**src/rtl/pipe_adder_pkg.sv**
```systemverilog
// Shared constants for the pipelined adder: default geometry and the add/sub mode encoding.
package pipe_adder_pkg;
  localparam int   DEFAULT_WIDTH  = 12;
  localparam int   DEFAULT_STAGES = 3;
  localparam logic MODE_ADD       = 1'b0;
  localparam logic MODE_SUB       = 1'b1;
endpackage

```
**src/rtl/pipe_adder_if.sv**
```systemverilog
// Operand/result handshake bundle for pipe_adder; master drives operands, slave is the adder.
interface pipe_adder_if
  import pipe_adder_pkg::*;
#(
  parameter int WIDTH = DEFAULT_WIDTH
) ();
  logic             in_valid;
  logic             in_ready;
  logic [WIDTH-1:0] a;
  logic [WIDTH-1:0] b;
  logic             cin;
  logic             sub;
  logic             out_valid;
  logic             out_ready;
  logic [WIDTH-1:0] sum;
  logic             cout;
  logic             ovf;

  modport master (
    output in_valid, a, b, cin, sub, out_ready,
    input  in_ready, out_valid, sum, cout, ovf
  );

  modport slave (
    input  in_valid, a, b, cin, sub, out_ready,
    output in_ready, out_valid, sum, cout, ovf
  );
endinterface

```
**src/rtl/pipe_adder_add_slice.sv**
```systemverilog
// One SW-bit ripple slice of the pipelined adder; the only combinational carry path per stage.
module add_slice #(
  parameter int SW = 4
) (
  input  logic [SW-1:0] x,
  input  logic [SW-1:0] y,
  input  logic          ci,
  output logic [SW-1:0] s,
  output logic          co
);
  assign {co, s} = {1'b0, x} + {1'b0, y} + {{SW{1'b0}}, ci};
endmodule

```
**src/rtl/pipe_adder.sv**
```systemverilog
// Pipelined add/subtract, one SW-bit slice per stage with registered carries between stages.
// Optional build macro PIPE_ADDER_SAT_EN saturates overflowing results to signed max/min.
module pipe_adder
  import pipe_adder_pkg::*;
#(
  parameter int WIDTH  = DEFAULT_WIDTH,
  parameter int STAGES = DEFAULT_STAGES
) (
  input  logic        clk,
  input  logic        reset,
  pipe_adder_if.slave bus
);
  localparam int SW = WIDTH / STAGES;

  logic             en;
  logic [WIDTH-1:0] b_eff;
  logic             cin_eff;

  // Per-stage inputs (from ports or previous register) and next-state values
  logic [WIDTH-1:0] a_in [STAGES];
  logic [WIDTH-1:0] b_in [STAGES];
  logic [WIDTH-1:0] s_in [STAGES];
  logic [WIDTH-1:0] s_nx [STAGES];
  logic             c_in [STAGES];
  logic             c_nx [STAGES];
  logic             v_in [STAGES];

  logic [WIDTH-1:0] a_r  [STAGES];
  logic [WIDTH-1:0] b_r  [STAGES];
  logic [WIDTH-1:0] s_r  [STAGES];
  logic             c_r  [STAGES];
  logic             v_r  [STAGES];

  logic [WIDTH-1:0] sum_nx;
  logic [WIDTH-1:0] sum_r;
  logic             msb_carry;
  logic             ovf_nx;
  logic             ovf_r;

  assign en           = bus.out_ready | ~v_r[STAGES-1];
  assign bus.in_ready = en | reset;

  // Operand conditioning: subtraction is A + ~B + 1 and ignores cin
  always_comb begin
    if (bus.sub == MODE_SUB) begin
      b_eff   = ~bus.b;
      cin_eff = 1'b1;
    end else begin
      b_eff   = bus.b;
      cin_eff = bus.cin;
    end
  end

  for (genvar k = 0; k < STAGES; k++) begin : g_stage
    logic [SW-1:0] slice_s;

    if (k == 0) begin : g_head
      assign a_in[k] = bus.a;
      assign b_in[k] = b_eff;
      assign s_in[k] = '0;
      assign c_in[k] = cin_eff;
      assign v_in[k] = bus.in_valid;
    end else begin : g_link
      assign a_in[k] = a_r[k-1];
      assign b_in[k] = b_r[k-1];
      assign s_in[k] = s_r[k-1];
      assign c_in[k] = c_r[k-1];
      assign v_in[k] = v_r[k-1];
    end

    add_slice #(.SW(SW)) u_slice (
      .x  (a_in[k][k*SW +: SW]),
      .y  (b_in[k][k*SW +: SW]),
      .ci (c_in[k]),
      .s  (slice_s),
      .co (c_nx[k])
    );

    // Slices not yet computed are still zero, so OR merges this stage's bits in
    assign s_nx[k] = s_in[k] | (WIDTH'(slice_s) << (k*SW));
  end

  // Carry into the MSB recovered from the MSB sum bit and its operand bits
  assign msb_carry = s_nx[STAGES-1][WIDTH-1] ^ a_in[STAGES-1][WIDTH-1] ^ b_in[STAGES-1][WIDTH-1];
  assign ovf_nx    = msb_carry ^ c_nx[STAGES-1];

`ifdef PIPE_ADDER_SAT_EN
  // Clamp to signed max/min on overflow, direction chosen by A's sign
  always_comb begin
    if (!ovf_nx) begin
      sum_nx = s_nx[STAGES-1];
    end else if (a_in[STAGES-1][WIDTH-1]) begin
      sum_nx = {1'b1, {(WIDTH-1){1'b0}}};
    end else begin
      sum_nx = {1'b0, {(WIDTH-1){1'b1}}};
    end
  end
`else
  assign sum_nx = s_nx[STAGES-1];
`endif

  // Stage registers: reset clears everything, otherwise all stages advance together on en
  always_ff @(posedge clk) begin
    if (reset) begin
      for (int i = 0; i < STAGES; i++) begin
        a_r[i] <= '0;
        b_r[i] <= '0;
        s_r[i] <= '0;
        c_r[i] <= 1'b0;
        v_r[i] <= 1'b0;
      end
      sum_r <= '0;
      ovf_r <= 1'b0;
    end else if (en) begin
      for (int i = 0; i < STAGES; i++) begin
        a_r[i] <= a_in[i];
        b_r[i] <= b_in[i];
        s_r[i] <= s_nx[i];
        c_r[i] <= c_nx[i];
        v_r[i] <= v_in[i];
      end
      sum_r <= sum_nx;
      ovf_r <= ovf_nx;
    end
  end

  assign bus.out_valid = v_r[STAGES-1];
  assign bus.sum       = sum_r;
  assign bus.cout      = c_r[STAGES-1];
  assign bus.ovf       = ovf_r;
endmodule

```
**src/flat_wrapper.sv**
```systemverilog
// flat-port wrapper written by rule: the top's interface ports become plain ports
module pipe_adder_flat import pipe_adder_pkg::*;
#(
  parameter int WIDTH  = DEFAULT_WIDTH,
  parameter int STAGES = DEFAULT_STAGES
)
  (clk, reset, bus_in_valid, bus_a, bus_b, bus_cin, bus_sub, bus_out_ready, bus_in_ready, bus_out_valid, bus_sum, bus_cout, bus_ovf);
  pipe_adder_if #(.WIDTH(WIDTH)) bus_i ();
  input  logic clk;
  input  logic reset;
  input wire logic [$bits(bus_i.in_valid)-1:0] bus_in_valid;
  input wire logic [$bits(bus_i.a)-1:0] bus_a;
  input wire logic [$bits(bus_i.b)-1:0] bus_b;
  input wire logic [$bits(bus_i.cin)-1:0] bus_cin;
  input wire logic [$bits(bus_i.sub)-1:0] bus_sub;
  input wire logic [$bits(bus_i.out_ready)-1:0] bus_out_ready;
  output wire logic [$bits(bus_i.in_ready)-1:0] bus_in_ready;
  output wire logic [$bits(bus_i.out_valid)-1:0] bus_out_valid;
  output wire logic [$bits(bus_i.sum)-1:0] bus_sum;
  output wire logic [$bits(bus_i.cout)-1:0] bus_cout;
  output wire logic [$bits(bus_i.ovf)-1:0] bus_ovf;
  assign bus_i.in_valid = bus_in_valid;
  assign bus_i.a = bus_a;
  assign bus_i.b = bus_b;
  assign bus_i.cin = bus_cin;
  assign bus_i.sub = bus_sub;
  assign bus_i.out_ready = bus_out_ready;
  assign bus_in_ready = bus_i.in_ready;
  assign bus_out_valid = bus_i.out_valid;
  assign bus_sum = bus_i.sum;
  assign bus_cout = bus_i.cout;
  assign bus_ovf = bus_i.ovf;
  pipe_adder #(.WIDTH(WIDTH), .STAGES(STAGES)) u_core (.clk(clk), .reset(reset), .bus(bus_i));
endmodule
```
**config.mk**
```make
export PLATFORM = sky130hd
export DESIGN_NAME = pipe_adder_flat
export DESIGN_NICKNAME = d
export VERILOG_FILES = /design/src/rtl/pipe_adder_pkg.sv /design/src/rtl/pipe_adder_if.sv /design/src/rtl/pipe_adder_add_slice.sv /design/src/rtl/pipe_adder.sv /design/src/flat_wrapper.sv
export SDC_FILE = /design/constraint.sdc
export NUM_CORES = 1
export LEC_CHECK = 0
export ABC_AREA = 1
export CAP_MARGIN = 20
export CORE_MARGIN = 4
export CORE_UTILIZATION = 35
export CTS_BUF_LIST = sky130_fd_sc_hd__clkbuf_16
export CTS_CLUSTER_SIZE = 14
export DETAILED_ROUTE_END_ITERATION = 7
export GPL_ROUTABILITY_DRIVEN = 0
export GPL_TIMING_DRIVEN = 0
export RECOVER_POWER = 50
export SLEW_MARGIN = 30
export SYNTH_ARGS = -nofsm -noshare
export SYNTH_HDL_FRONTEND = slang
export SYNTH_SLANG_ARGS = --single-unit
```
**constraint.sdc**
```tcl
create_clock -name clk -period 3.69 [get_ports clk]
set_input_delay 0.738 -clock clk [delete_from_list [all_inputs] [get_ports clk]]
set_output_delay 0.738 -clock clk [all_outputs]
set_load 0.01 [all_outputs]
```
== Word level (Yosys, flattened, before mapping) ==
Memories as Yosys holds them, arrays and structs flattened.
Cells that the tools add are included.
Widths: inputs -> output; s select.

* Bits in registers: 13
* RAM bits: 114
* Input port bits: 30
* Logic and storage cells: 59
* Memories: 5

{| class="wikitable"
|+ Memory list
! name !! depth !! width !! rd ports !! clocked after memory_dff !! wr ports !! RTL line !! source
|-
| u_core.a_r || 3 || 12 || 2 || 0 || 3 || pipe_adder.sv:28 || <nowiki>logic [WIDTH-1:0] a_r [STAGES];</nowiki>
|-
| u_core.b_r || 3 || 12 || 2 || 0 || 3 || pipe_adder.sv:29 || <nowiki>logic [WIDTH-1:0] b_r [STAGES];</nowiki>
|-
| u_core.s_r || 3 || 12 || 2 || 0 || 3 || pipe_adder.sv:30 || <nowiki>logic [WIDTH-1:0] s_r [STAGES];</nowiki>
|-
| u_core.c_r || 3 || 1 || 3 || 0 || 3 || pipe_adder.sv:31 || <nowiki>logic c_r [STAGES];</nowiki>
|-
| u_core.v_r || 3 || 1 || 3 || 0 || 3 || pipe_adder.sv:32 || <nowiki>logic v_r [STAGES];</nowiki>
|}

* Add/sub/neg operators: 6
* Muxes and demuxes: 22
* Bitwise gates (word level): 24

{| class="wikitable"
|+ Operator list
! cell !! count
|-
| $mux 12 || 10
|-
| $or 1x1->1 || 17
|-
| $add 4x4->5 || 3
|-
| $add 5x1->5 || 3
|-
| $mux 1 || 12
|-
| $not 12->12 || 1
|-
| $or 12x12->12 || 1
|-
| $or 12x8->12 || 1
|-
| $xor 1x1->1 || 3
|-
| $not 1->1 || 1
|}

== Depth between registers and ports, before layout ==
Gate-level depths: netlist (run 1).
An unclocked memory read counts as a cell.

* Depth in word-level cells: 7
* Gate-level depth with buffers: 11

== Modules after synthesis ==
From an unflattened synthesis (run 1), not the netlist that was laid out.

* Cells, all modules: 289
* Area, all modules: 2753.9 um2

{| class="wikitable"
|+ Modules (own cells, without submodules)
! module !! instances !! cells each !! area an instance (um2) !! seq. area each (um2)
|-
| pipe_adder || 1 || 214 || 2258.4 || 1521.5
|-
| add_slice || 3 || 25 || 165.2 || 0.0
|}

== Worst setup path before layout (run 1) ==
No wires, ideal clock.

* Path kind: input -> register
* Start point: input port bus_sub
* End point: memory u_core.s_r[0][2] (netlist bit), data pin
* Library setup time: 260 ps
* Data arrival time: 2296 ps
* Data required time: 3430 ps
* Slack: 1134 ps
* Stages on the path: 7
* Path through: buf_2 -> buf_6 -> or2_2 -> fa_1 -> fa_1 -> o21ai_0 -> a21oi_1

{| class="wikitable"
|+ RTL lines
! item !! RTL line !! source
|-
| from (decl) || flat_wrapper.sv:15 || <nowiki>input wire logic [$bits(bus_i.sub)-1:0] bus_sub;</nowiki>
|-
| to (decl) || pipe_adder.sv:30 ||
|}

== Final worst setup path (run 1) ==
* Start point: input port bus_out_ready
* End point: output port bus_in_ready

* Longest elaborated chain between the ends: 2

{| class="wikitable"
|+ Ends and longest elaborated chain
! item !! RTL line !! source
|-
| from (decl) || flat_wrapper.sv:16 || <nowiki>input wire logic [$bits(bus_i.out_ready)-1:0] bus_out_ready;</nowiki>
|-
| $or 1x1->1 || pipe_adder.sv:40 || <nowiki>assign en = bus.out_ready | ~v_r[STAGES-1];</nowiki>
|-
| $or 1x1->1 || pipe_adder.sv:41 || <nowiki>assign bus.in_ready = en | reset;</nowiki>
|-
| to (decl) || flat_wrapper.sv:17 || <nowiki>output wire logic [$bits(bus_i.in_ready)-1:0] bus_in_ready;</nowiki>
|}

Every way passes these cells.

==> results_dict.tcl, run 1 <==
set metrics [dict create \
    skew_ns 0.00380 \
    switching_share_pct 21.8 \
    netlist_area_um2 2600 \
    grt_usage_pct 10.7 \
    areaGrowthSynthToFinish_pct 27.1 \
    start_util_pct 35.9 \
    drt_wl_total_um 4220 \
    grt_pass1_wl_um 7430 \
    ant_nets 0 \
    fin_crit_sh_pct 93.0 \
    endpoint_kind "output pin" \
    setup_viol 0 \
    synthDistinctLibCells 22 \
    cts_max_level 2 \
    setup-tns-final_ns 0 \
    drtPass1Iterations 4 \
    antenna_found_initial 0 \
    min_path_type "register to register" \
    cts_tree "yes" \
    final_util_pct 45.6 \
    place_area_um2 3200 \
    avgSynthCellArea_um2 10.9 \
    drtIter0Drc 49 \
    seqPwrFrac_pct 51.0 \
    grt_pass1_vias 1648 \
    reg2reg_slack_ns 1.92 \
    diodes 0 \
    synth_area_leader_cell "edfxtp_1" \
    postSynthCellCount 238 \
    via_per_inst 4.19 \
    post-synth-top-area-fraction_pct 48.5 \
    hold_buffers 0 \
    cts_setup_buffers 0 \
    final_cell_mix "47 x inv_1, 42 x edfxtp_1, 41 x nor2_1" \
    cts_sinks 55 \
    hold_slack_ns 0.448 \
    synth_nets 283 \
    p_leak_nw 1.46 \
    chipHeight_um 94.2 \
    cp_max_fo 26 \
    ys_warn_count 0 \
    worst_pin_slew_ns 0.637 \
    cts_buffer_depth 2 \
    slew_violations 0 \
    cts_resized 0 \
    status "finished clean" \
    rsz0062_at_grt "false" \
    synth-seq-cells 55 \
    final_common_cell "inv_1" \
    clk_pin_slew_ns 0.06 \
    cts_root_buffer "clkbuf_16" \
    min_period_ns 3.43 \
    p_sw_mw 0.322 \
    synthTopCellsByArea "edfxtp_1 48%, dfxtp_1 10%, inv_1 6.5%" \
    final_cell_area_um2 3310 \
    hold_viol 0 \
    max_freq_mhz 291 \
    wl_per_cell_um 10.9 \
    numPortBuffers 44 \
    vias 1628 \
    ir_drop_mv 0.194 \
    power_density_nw_per_um2 447 \
    cts-buffers-inserted 5 \
    fp.coreArea_um2 7250 \
    fp.dieArea_um2 8880 \
    cp.required_ns 2.95 \
    drc 0 \
    cp-start-kind "primary input" \
    total_power_mw 1.48 \
    pwr-share-clk_pct 34.4 \
    dp_hpwl_um 3210 \
    maxCapViolCount 0 \
    grt_overflow 0 \
    drive_above_1_share_pct 5.17 \
    internal_power_mw 1.16 \
    fin_nets 335 \
    grt_start_max_net_pins 27 \
    io-pin-count 46 \
    relSlewSlack_pct 57.4 \
    synth_seq_area_share_pct 58.5 \
    path_class "primary input to output pin" \
    combPwrFrac_pct 14.5 \
    insertion_delay_ns 0.29 \
    std_cell_rows 31 \
    worstPathArrival_ns 2.69 \
    die_w_um 94.2 \
]
[through the flow]
stage	worst slack [ns]	std cells
2_1_floorplan	1.13	238
3_3_place_gp	-0.439	381
3_5_place_dp	0.341	382
4_1_cts	0.330	389
5_1_grt	0.150	389
6_report	0.259	389
[cell families after synthesis]
group           after synthesis  synth area share [%]
fa+ha+maj                    15                  8.94
compound gates               27                  6.63
xor+xnor                     12                  4.04
buf+inv                      55                  9.86
flops                        55                  58.5
simple gates                 74                  12.1
[sequential cells by signal (all words and copies together) (netlist names)]
register / flops
u_core.s_r: 12
u_core.v_r: 3
u_core.b_r: 12
u_core.c_r: 3
u_core.a_r: 12
u_core.bus.ovf: 1
u_core.bus.sum: 12
[power groups by stage]
stage	Sequential [mW]	Clock, mW	Combinational, mW
after floorplan	0.771	0	0.128
after global placement	0.768	0	0.222
after detailed placement	0.769	0	0.228
after CTS	0.755	0.522	0.230
after global routing	0.762	0.550	0.247
final	0.754	0.509	0.215
[cell type report]
class / count / area (um2)
Fill cell: 678 / 3950
Sequential cell: 55 / 1520
Tap cell: 99 / 124
Multi-Input combinational cell: 128 / 812
Clock buffer: 5 / 125
Inverter: 47 / 176
Clock inverter: 2 / 33.8
Buffer: 8 / 46.3
Timing Repair Buffer: 45 / 468
[worst paths after layout]
check | start | endpoint | depth (start not counted)
worst max-delay path | bus_out_ready | bus_in_ready | 5
worst min-delay path | u_core.bus.sum[11] | u_core.bus.sum[11] | 2
worst max register to register | u_core.c_r[0][1] | u_core.bus.ovf | 10
worst min register to register | u_core.bus.sum[11] | u_core.bus.sum[11] | 2
[per-layer routing]
metal  vias to the layer above  global-route usage, %  share of wire [%]  wire length [um]
li1                        864                      -                  -                 -
met4                         0                   4.69                1.6                68
met2                        38                   17.4                 48              2040
met1                       721                   13.7                 44              1880
met3                         5                   2.48                5.7               241
met5                         -                      0                  0                 0
[worst max-delay path, cell delays in order]
cell	delay, ns
dlygate4sd3_1	0.53
nor2_1	0.20
nand2_2	0.41
buf_16	0.32
clkdlybuf4s50_1	0.48
[Yosys cell counts, drive strengths merged]
cell / number
o21ai: 7
nand3: 10
dfxtp: 13
nor2: 41
xor2: 4
fa: 6
a21oi: 11
buf: 8
ha: 9
inv: 47
nor3: 1
xnor2: 8
a22o: 9
nand2: 21
edfxtp: 42
or2: 1
Note: power is estimated with default switching activity, not from simulation.
==> inputs of run 2 (changes only) <==
==> constraint.sdc (replaced) <==
create_clock -name clk -period 4.2 [get_ports clk]
set_input_delay 0.84 -clock clk [delete_from_list [all_inputs] [get_ports clk]]
set_output_delay 0.84 -clock clk [all_outputs]
set_load 0.01 [all_outputs]
==> results of run 2 <==
Same layout as run 1 (identical final DEF). Status: finished clean.
Among the figures that moved: setup slack after placement 0.341 ns -> 0.647 ns; setup slack after layout 0.259 ns -> 0.565 ns; register-to-register setup slack 1.92 ns -> 2.43 ns; total power 1.48 mW -> 1.30 mW; worst IR drop on VDD 0.194 mV -> 0.171 mV
==> inputs of run 3 (changes only) <==
--- a/config.mk
+++ b/config.mk
@@ -10,10 +10,11 @@
 export CORE_MARGIN = 4
 export CORE_UTILIZATION = 35
 export CTS_BUF_LIST = sky130_fd_sc_hd__clkbuf_16
+export CTS_CLUSTER_DIAMETER = 200
 export CTS_CLUSTER_SIZE = 14
 export DETAILED_ROUTE_END_ITERATION = 7
 export GPL_ROUTABILITY_DRIVEN = 0
-export GPL_TIMING_DRIVEN = 0
+export GPL_TIMING_DRIVEN = 1
 export RECOVER_POWER = 50
 export SLEW_MARGIN = 30
 export SYNTH_ARGS = -nofsm -noshare
==> run 3 against run 2 <==
Clock skew is 0.0038 ns higher. First-iteration DRC count is 47% higher. Global-route usage shrank 0.73 points. Clock power is 10% lower. Via count shrank 1.5%. Count of clock-buffer cells in the layout is the same. Utilization is 0.91 points lower. Total power is 3.9% lower. Fmax grew 16%. Critical endpoint is now u_core.c_r[0][0].
==> results_dict.tcl, run 3 (synthesis results as in run 1) <==
set metrics [dict create \
    cts_resized 0 \
    fp.coreArea_um2 7250 \
    seq_area_um2 1520 \
    grt_usage_pct 10.0 \
    cts_sinks 55 \
    rsz0062_at_grt "false" \
    multi_input_area_um2 810 \
    grt_start_max_net_pins 44 \
    diodes 0 \
    fin_crit_sh_pct 74.4 \
    internal_power_mw 0.956 \
    drive_above_1_share_pct 5.26 \
    cts_max_level 2 \
    final_util_pct 44.7 \
    switching_share_pct 23.4 \
    die_w_um 94.2 \
    grt_pass1_vias 1497 \
    cts_buffer_depth 2 \
    setup_viol 0 \
    fin_cells 384 \
    placed_cells 376 \
    io-pin-count 46 \
    relSlewSlack_pct 17.4 \
    power_density_nw_per_um2 385 \
    p_leak_nw 1.45 \
    chipHeight_um 94.2 \
    fin_nets 329 \
    cts_root_buffer "clkbuf_16" \
    drt_wl_total_um 4210 \
    pwr-share-clk_pct 32.2 \
    hold_viol 0 \
    wl_per_cell_um 11.0 \
    worstPathArrival_ns 3.24 \
    status "finished clean" \
    max_freq_mhz 320 \
    drtIter0Drc 72 \
    ant_nets 0 \
    filler_cell_count 697 \
    cp.required_ns 4.32 \
    std_cell_rows 31 \
    start_util_pct 35.9 \
    cp_max_fo 41 \
    fin_ws_ns 1.08 \
    cts-buffers-inserted 5 \
    skew_ns 0.00757 \
    grt_pass1_wl_um 7000 \
    worst_pin_slew_ns 1.24 \
    min_delay_path_depth 2 \
    via_per_inst 4.17 \
    hold_buffers 0 \
    areaGrowthSynthToFinish_pct 24.5 \
    drtPass1Iterations 4 \
    slew_violations 0 \
    cp-start-kind "primary input" \
    final_common_cell "inv_1" \
    combPwrFrac_pct 14.7 \
    endpoint_kind "register" \
    final_cell_mix "45 x inv_1, 42 x edfxtp_1, 41 x nor2_1" \
    dp_hpwl_um 2980 \
    antenna_found_initial 0 \
    insertion_delay_ns 0.29 \
    pre_cts_slack_ns 1.13 \
    seqPwrFrac_pct 53.1 \
    r2r_cells 5 \
    drc 0 \
    clk_pin_slew_ns 0.07 \
    fp.dieArea_um2 8880 \
    min_path_type "register to register" \
    vias 1603 \
    min_period_ns 3.12 \
    cts_tree "yes" \
    total_power_mw 1.25 \
    path_class "primary input to register" \
    ir_drop_mv 0.141 \
    grt_overflow 0 \
    numPortBuffers 45 \
    cts_setup_buffers 0 \
    maxCapViolCount 0 \
    p_sw_mw 0.292 \
    setup-tns-final_ns 0 \
]
==> run 3: power by group through the flow <==
stage	clock, mW	combinational [mW]	sequential [mW]
after floorplan	0	0.113	0.677
after global placement	0	0.187	0.675
after detailed placement	0	0.192	0.676
after CTS	0.415	0.193	0.664
after global routing	0.441	0.209	0.668
final	0.402	0.183	0.663
==> run 3: layout make-up <==
| cell class | instances | area share (%) |
|---|---|---|
| well taps | 99 | 3.82 |
| flip-flops and latches | 55 | 46.9 |
| multi-input cells | 128 | 25.0 |
| inverters | 47 | 5.44 |
| clock buffers | 5 | 3.86 |
| repair buffers | 47 | 14.4 |
| clock inverters | 3 | 0.579 |
==> run 3: final timing paths <==
check / from / to / slack [ns]
worst max-delay path: bus_out_ready / u_core.c_r[0][0] / 1.08
worst min-delay path: u_core.bus.sum[11] / u_core.bus.sum[11] / 0.45
worst max register to register: u_core.v_r[0][2] / u_core.c_r[0][0] / 1.71
worst min register to register: u_core.bus.sum[11] / u_core.bus.sum[11] / 0.45
==> run 3: per-layer routing <==
| metal | wire [um] | track usage, % | share of wire [%] |
|---|---|---|---|
| met1 | 2030 | 13.8 | 48 |
| met2 | 1940 | 15.5 | 46 |
| met3 | 175 | 1.60 | 4.2 |
| met4 | 54 | 4.33 | 1.3 |
| met5 | 0 | 0 | 0 |
==> run 3: worst max-delay path, cell delays in order <==
cell and delay [ns]:
dlygate4sd3_1 0.52, nor2_1 0.06, nor2_1 0.92, inv_2 0.61, a21oi_1 0.27
==> run 3: stage by stage <==
stage	hold slack [ns]	area, um2
after floorplan	0.449	2600
after global placement	0.446	3110
after detailed placement	0.449	3110
after CTS	0.461	3260
after global routing	0.499	3240
final	0.453	3240
==> edit, RTL diff (flow settings as in run 3) <==
Set the package constant `DEFAULT_STAGES` to 6 (it was 3).
--- a/src/rtl/pipe_adder_pkg.sv
+++ b/src/rtl/pipe_adder_pkg.sv
@@ -2,5 +2,5 @@
 package pipe_adder_pkg;
   localparam int   DEFAULT_WIDTH  = 12;
-  localparam int   DEFAULT_STAGES = 3;
+  localparam int   DEFAULT_STAGES = 6;
   localparam logic MODE_ADD       = 1'b0;
   localparam logic MODE_SUB       = 1'b1;
Behaviour: not the same (a bounded check fails within 4 cycles, from zero or initial values and one cycle with reset high).
==> edit against run 3 <==
  * Combinational power shrank 25%
  * Routed wire length grew 38%
  * Sequential cell count grew 60
  * Global-route usage shrank 1.9 points
  * Area after synthesis grew 85%
  * Design area grew 85%
  * Utilization grew 0.33 points
  * Power grew 130%
  * Setup slack lost 0.40 ns
==> edit: results (changes against run 3) <==
[final_layout]
finalNetCount = 519  ; +58%
clkbuf_count = 17  ; +12
buf_share = 0.0806  ; -0.0630
n_all_inverters = 112  ; +140%
clkCellAreaFrac = 0.102  ; +0.0581
num-fill-cells = 1229  ; +76%
multi_input_area_um2 = 941  ; +16%
sh_seq_area = 0.553  ; +0.0836

[routing]
wl_met3_um = 227  ; +30%
dr.pass1.iters = 5  ; +1
route.met2.wl_um = 2780  ; +43%
met1_length_um = 2740  ; +35%
wl_per_cell_um = 8.70  ; -21%

[global_routing]
track_usage = 0.0814  ; -0.0186
grt_pass1_wl_um = 10300  ; +48%
met3_usage = 0.0316  ; +0.0155
grt_max_degree = 103  ; +130%

[yosys]
netlist_top_cells_count = 111 x inv_1, 103 x nor2_1, 102 x edfxtp_1, 48 x nand2_1, 13 x dfxtp_1
synth-edff-count = 102  ; +140%

[critical_path]
cp.arrival_ns = 2.68  ; -0.56 ns
cpPeakStageDelay_ns = 0.69  ; -0.23 ns

[cts]
cts_num_sinks = 115  ; +110%
htree_levels = 4  ; +2

[power]
pg_comb_uw = 137  ; -25%
powerSeq_mw = 1.32  ; +99%
p_leak_nw = 2.49  ; +72%
power.switching_uw = 561  ; +92%
power.internal_mw = 2.36  ; +150%

[placed_design]
hpwlAfterDp_um = 3480  ; +17%

[floorplanning]
core_um2 = 13300  ; +84%

[status]
status = finished clean

==> edit: cell families (layout without fill, tap and decap cells) <==
logic type | count (synthesis) | in the layout
AND/OR/NAND/NOR | 155 | 155
buffers and inverters | 127 | 194
flip-flops | 115 | 115
adder cells (fa/ha/maj) | 12 | 12
XOR/XNOR | 12 | 12
AO/OA/AOI/OAI | 2 | 2
==> edit: final timing paths <==
path	startpoint	end	slack, ns
max	bus_out_ready	bus_in_ready	0.68
min reg2reg	u_core.s_r[0][56]$_SDFFCE_PN0P_	u_core.bus.sum[8]$_SDFFE_PP0P_	0.44
max reg2reg	u_core.v_r[0][5]$_DFFE_PP_	u_core.a_r[0][17]$_SDFFCE_PN0P_	1.63
min	u_core.s_r[0][56]$_SDFFCE_PN0P_	u_core.bus.sum[8]$_SDFFE_PP0P_	0.44
==> edit: critical path: cells and delay by family <==
family	cells	cell delay (ns)
buf+inv	4	0.99
simple gates	2	0.85
